## src/rtl/decode_ibuf.sv

```systemverilog
// Instruction holding buffer between the instruction-memory read port and decode.
// Bypasses the response when empty, otherwise presents the oldest entry; throttles fetch by credit.
module decode_ibuf #(
    parameter int unsigned XLEN        = 32,
    parameter int unsigned EXC_W       = 8,
    parameter int unsigned DEPTH       = 4,
    parameter int unsigned MEM_LATENCY = 2
) (
    input  logic                         clk,
    input  logic                         rst_n,
    input  logic [XLEN-1:0]              mem_out_0,
    input  logic [XLEN-1:0]              pc_in,
    input  logic [EXC_W-1:0]             exc_in,
    input  logic                         bubble_in,
    input  logic                         stall,
    input  logic                         flush,
    input  logic                         halt,
    output logic [XLEN-1:0]              instr_out,
    output logic [XLEN-1:0]              pc_out,
    output logic [EXC_W-1:0]             exc_out,
    output logic                         bubble_out,
    output logic                         fetch_stall,
    output logic [$clog2(DEPTH+1)-1:0]   count,
    output logic                         overflow_err
);

    localparam int unsigned CntW = $clog2(DEPTH + 1);
    localparam int unsigned PtrW = (DEPTH > 1) ? $clog2(DEPTH) : 1;
    localparam logic [CntW-1:0] FullCnt  = CntW'(DEPTH);
    localparam logic [CntW-1:0] StallThr = CntW'(DEPTH - MEM_LATENCY);
    localparam logic [PtrW-1:0] LastPtr  = PtrW'(DEPTH - 1);

    if (MEM_LATENCY < 1 || MEM_LATENCY > 4 || DEPTH < MEM_LATENCY + 1) begin : g_param_check
        $error("decode_ibuf: need 1 <= MEM_LATENCY <= 4 and DEPTH >= MEM_LATENCY + 1");
    end

    logic [XLEN-1:0]  instr_mem [DEPTH];
    logic [XLEN-1:0]  pc_mem    [DEPTH];
    logic [EXC_W-1:0] exc_mem   [DEPTH];

    logic [CntW-1:0] count_q, count_d;
    logic [PtrW-1:0] rd_q, rd_d;
    logic [PtrW-1:0] wr_q, wr_d;
    logic            ovf_q, ovf_d;

    logic arrive;
    logic empty;
    logic is_full;
    logic take;
    logic rd_en;
    logic wr_en;
    logic drop;

    function automatic logic [PtrW-1:0] ptr_inc(input logic [PtrW-1:0] p);
        return (p == LastPtr) ? '0 : p + PtrW'(1);
    endfunction

    always_comb begin
        arrive  = !bubble_in && !flush && !halt;
        empty   = (count_q == '0);
        is_full = (count_q == FullCnt);

        if (empty) begin
            instr_out  = mem_out_0;
            pc_out     = pc_in;
            exc_out    = exc_in;
            bubble_out = !arrive;
        end else begin
            instr_out  = instr_mem[rd_q];
            pc_out     = pc_mem[rd_q];
            exc_out    = exc_mem[rd_q];
            bubble_out = flush;
        end

        take  = !bubble_out && !stall && !halt;
        rd_en = take && !empty;
        // A full buffer can still accept an arrival when the head leaves in the same cycle.
        drop  = arrive && is_full && !take;
        wr_en = arrive && !(empty && take) && !drop;
    end

    always_comb begin
        count_d = count_q;
        rd_d    = rd_q;
        wr_d    = wr_q;
        ovf_d   = ovf_q | drop;

        if (flush && !halt) begin
            count_d = '0;
            rd_d    = '0;
            wr_d    = '0;
        end else begin
            if (rd_en) rd_d = ptr_inc(rd_q);
            if (wr_en) wr_d = ptr_inc(wr_q);
            case ({wr_en, rd_en})
                2'b10:   count_d = count_q + CntW'(1);
                2'b01:   count_d = count_q - CntW'(1);
                default: count_d = count_q;
            endcase
        end
    end

    always_ff @(posedge clk or negedge rst_n) begin
        if (!rst_n) begin
            count_q <= '0;
            rd_q    <= '0;
            wr_q    <= '0;
            ovf_q   <= 1'b0;
        end else begin
            count_q <= count_d;
            rd_q    <= rd_d;
            wr_q    <= wr_d;
            ovf_q   <= ovf_d;
        end
    end

    // Storage is data-only; validity is tracked entirely by the pointers and count.
    always_ff @(posedge clk) begin
        if (wr_en) begin
            instr_mem[wr_q] <= mem_out_0;
            pc_mem[wr_q]    <= pc_in;
            exc_mem[wr_q]   <= exc_in;
        end
    end

    assign fetch_stall  = (count_q >= StallThr);
    assign count        = count_q;
    assign overflow_err = ovf_q;

endmodule

```

## config.mk

```make
export PLATFORM = sky130hd
export DESIGN_NAME = decode_ibuf
export DESIGN_NICKNAME = d
export VERILOG_FILES = /design/src/rtl/decode_ibuf.sv
export SDC_FILE = /design/constraint.sdc
export NUM_CORES = 1
export LEC_CHECK = 0
export ABC_AREA = 1
export BUFFER_PORTS_ARGS = -buffer_cell sky130_fd_sc_hd__buf_2
export CORE_MARGIN = 10
export CORE_UTILIZATION = 60
export CTS_BUF_LIST = sky130_fd_sc_hd__clkbuf_8
export DETAILED_ROUTE_END_ITERATION = 16
export HOLD_SLACK_MARGIN = 0.03
export PLACE_DENSITY = 0.82
export SYNTH_ARGS = -nofsm -noshare
export SYNTH_HDL_FRONTEND = slang
export SYNTH_SLANG_ARGS = --single-unit
```

## constraint.sdc

```tcl
create_clock -name clk -period 6.95 [get_ports clk]
set_clock_uncertainty 0.1 [all_clocks]
set_input_delay 0.695 -clock clk [delete_from_list [all_inputs] [get_ports clk]]
set_output_delay 0.695 -clock clk [all_outputs]
set_load 0.01 [all_outputs]
```

==> impl_metrics.py <==
metrics = {
    "logic_synthesis": {
        "yosys_warnings": 0,
        "ys_seq_area_share_pct": 71.40,
        "synth.avg_cell_area_um2": 11.51,
        "synth-seq-cells": 296,
        "syn-cell-area_um2": 12390,
        "syn_nets": 1162,
        "ys_types": 24,
        "syn_inst": 1077,
    },
    "power": {
        "p_switching_mw": 1.898,
        "p_seq_share_pct": 40.5,
        "power_frac_clock_pct": 24.9,
        "swShare_pct": 36.76,
        "power.density_nw_per_um2": 369.1,
        "comb_power_share_pct": 34.5,
        "ir_worst_vdd_uv": 226.1,
        "p_int_mw": 3.265,
        "p_leak_nw": 5.399,
    },
    "timing": {
        "min_period_ns": 4.036,
        "fmax_mhz": 247.8,
        "layout_setup_ws_ns": 2.914,
        "rsz0062_at_grt": "false",
        "setup_viol": 0,
        "maxSlewHeadroom_pct": 25.97,
        "worstMarginPinSlew_ns": 1.110,
        "fin_tns_setup_ns": 0,
        "slew_viol_final": 0,
        "fin_crit_sh_pct": 58.07,
        "hold_ws_ns": 0.2633,
        "hold_violations": 0,
    },
    "placement": {
        "io_buffers": 155,
        "hpwl_um": 15260,
        "dpl_worst_slack_ns": 3.487,
        "place.gp.congestion": 0.7703,
    },
    "worst_setup_path": {
        "path_cells": "inv_4 > buf_4 > o21ai_0 > o21ai_0 > nand2_1 > nand2_1 > buf_2",
        "critPathSlowestCell": "buf_4",
        "worstSetupPathType": "flop to primary output",
        "startpoint_type": "flop",
        "critical_path.max_stage_delay_ns": 0.81,
        "arrival_ns": 3.24,
        "required_ns": 6.15,
        "worstSetupEndpointType": "primary output",
        "cp_max_fo": 114,
    },
    "drt": {
        "vias": 8347,
        "firstDrtPassIters": 6,
        "drtIter0Drc": 757,
        "drc_errors": 0,
        "vias_per_cell": 5.434,
        "postRouteAntennaNets": 0,
        "wl_um": 26520,
        "wire_per_inst_um": 17.27,
    },
    "cts": {
        "ctsResizeCount": 0,
        "clk-insertion-delay-late_ns": 0.54,
        "clk_pin_slew_ns": 0.06,
        "clockBufferDepth": 3,
        "cts_made_buffers": 45,
        "h-tree-depth": 2,
        "cts.sinks": 296,
        "ctsRootBufferMaster": "clkbuf_8",
        "cts_setup_buffers": 0,
        "cts_tree": "yes",
    },
    "floorplan": {
        "die_y_um": 163.7,
        "initial_core_util_pct": 61.05,
        "core_area_um2": 20300,
        "die_width_um": 163.7,
        "io_pins": 156,
        "num_rows": 52,
        "die_area_um2": 26800,
    },
    "global_route": {
        "grt_pass1_vias": 8386,
        "grt_pass1_wl_um": 42350,
        "grt-ovfl-total": 0,
        "grt_usage_pct": 19.49,
        "grt_start_max_net_pins": 115,
        "grt_antenna_before_repair": 2,
    },
    "finish": {
        "area_growth_pct": 12.87,
        "nets": 1313,
        "drive_gt1_share_pct": 18.37,
        "nFillCells": 1453,
    },
    "outcome": {
        "status": "complete, no violations",
    },
    "min_path": {
        "hp-class": "input port to flop",
    },
    "job": {
        "cap_violations": 0,
    },
}
cell type report:
type | instances | area, um2 | area share (%)
clock inverter | 35 | 171.4 | 1.225
multi-input combinational | 700 | 3039 | 21.73
antenna | 3 | 7.507 | 0.05367
inverter | 20 | 80.08 | 0.5725
sequential | 296 | 8852 | 63.28
tap | 270 | 337.8 | 2.415
timing repair buffer | 165 | 853.3 | 6.100
clock buffer | 47 | 646.9 | 4.624
per-layer routing:
metal  global-route usage [%]  vias to the layer above  part of all wire [%]
met5                        0                        -                     0
met4                    6.742                        0                   1.7
met3                    4.030                       38                   7.9
met2                    32.60                      336                    50
met1                    24.91                     3939                    40
li1                         -                     4034                     -
worst paths after layout:
kind,from,end,slack [ns],depth (start not counted)
setup / recovery,rd_q[0],exc_out[7],2.91,7
hold / removal,flush,overflow_err,0.26,2
setup reg to reg,count[0],pc_mem[1][7],3.99,5
hold reg to reg,overflow_err,overflow_err,0.37,2
max in group asynchronous,rst_n,rd_q[0],6.09,2
min in group asynchronous,rst_n,wr_q[0],0.46,2
Yosys cell counts:
library cell,count,area [um2]
edfxtp_1,288,8648
nand2_1,236,885.9
nor2_1,222,833.3
o21ai_0,127,635.6
o21ai_1,90,450.4
buf_6,26,292.8
inv_1,17,63.81
buf_2,16,80.08
clkbuf_1,13,48.80
nand3_1,9,45.04
dfrtp_1,8,200.2
ha_1,6,75.07
buf_1,3,11.26
inv_2,3,11.26
a21oi_1,2,10.01
buf_4,2,15.01
nor3_1,2,10.01
buf_8,1,15.01
fa_1,1,20.02
nand3_2,1,10.01
nand4_1,1,6.260
nor2_4,1,11.26
o22ai_1,1,6.260
o31ai_1,1,7.510
layout by cell type (no fill, tap or decap):
cell | synthesis | routed
buf_2 | 16 | 155
inv_4 | 0 | 2
a21oi_1 | 2 | 2
dfrtp_1 | 8 | 7
clkinv_1 | 0 | 11
nor2_1 | 222 | 218
nand4_1 | 1 | 1
dlygate4sd3_1 | 0 | 1
clkinv_2 | 0 | 8
nand3_1 | 9 | 9
clkinvlp_4 | 0 | 1
inv_1 | 17 | 31
nand3_2 | 1 | 1
diode_2 | 0 | 3
o21ai_0 | 127 | 127
o21ai_1 | 90 | 90
o22ai_1 | 1 | 1
inv_2 | 3 | 1
nand2_1 | 236 | 235
buf_4 | 2 | 9
o31ai_1 | 1 | 1
edfxtp_1 | 288 | 288
clkbuf_8 | 0 | 47
ha_1 | 6 | 6
nand2_2 | 0 | 1
nor2_4 | 1 | 5
bufinv_16 | 0 | 1
fa_1 | 1 | 1
nor3_1 | 2 | 2
dfrtp_4 | 0 | 1
through the flow:
stage / utilization (%) / std cells / cell area, um2 / power (mW)
floorplan: - / 1077 / 12390 / 3.398
global placement: 64.79 / 1450 / 13150 / 3.889
global route: 68.89 / 1534 / 13980 / 5.506
CTS: 68.87 / 1533 / 13980 / 5.213
finish: 68.91 / 1536 / 13990 / 5.162
detailed placement: 64.79 / 1450 / 13150 / 3.926
sequential cells by signal (all words and copies together) (netlist names):
| name | cells |
|---|---|
| rd_q | 2 |
| pc_mem | 128 |
| count | 3 |
| exc_mem | 32 |
| overflow_err | 1 |
| instr_mem | 128 |
| wr_q | 2 |
power groups by stage:
stage                     Clock (mW)  Sequential, mW  Combinational (mW)
after CTS                       1.31            2.09                1.81
after global routing            1.39            2.10                2.01
after global placement             0            2.12                1.76
after detailed placement           0            2.13                1.80
after floorplan                    0            2.10                1.30
final                           1.29            2.09                1.78
repair_timing:
action                                  4_1_cts  5_1_grt
endpoints found under the setup margin        0        0
endpoints found under the hold margin         8        0
hold buffers                                  1        0
logic make-up (layout without fill, tap and decap cells):
family / count (synthesis) / after routing / share of synthesized area (%)
AO/OA/AOI/OAI: 221 / 221 / 8.955
adder cells (fa/ha/maj): 7 / 7 / 0.7673
buffers and inverters: 81 / 267 / 4.341
flip-flops: 296 / 296 / 71.40
other: 0 / 3 / 0
AND/OR/NAND/NOR: 472 / 472 / 14.54
critical path, delay by kind of cell, from the launching register on:
kind / cells / cell delay [ns]
AO/OA/AOI/OAI: 2 / 0.43
AND/OR/NAND/NOR: 2 / 0.16
buffers and inverters: 3 / 1.26
flip-flops: 1 / 0.69
Note: power is estimated with default switching activity, not from simulation.
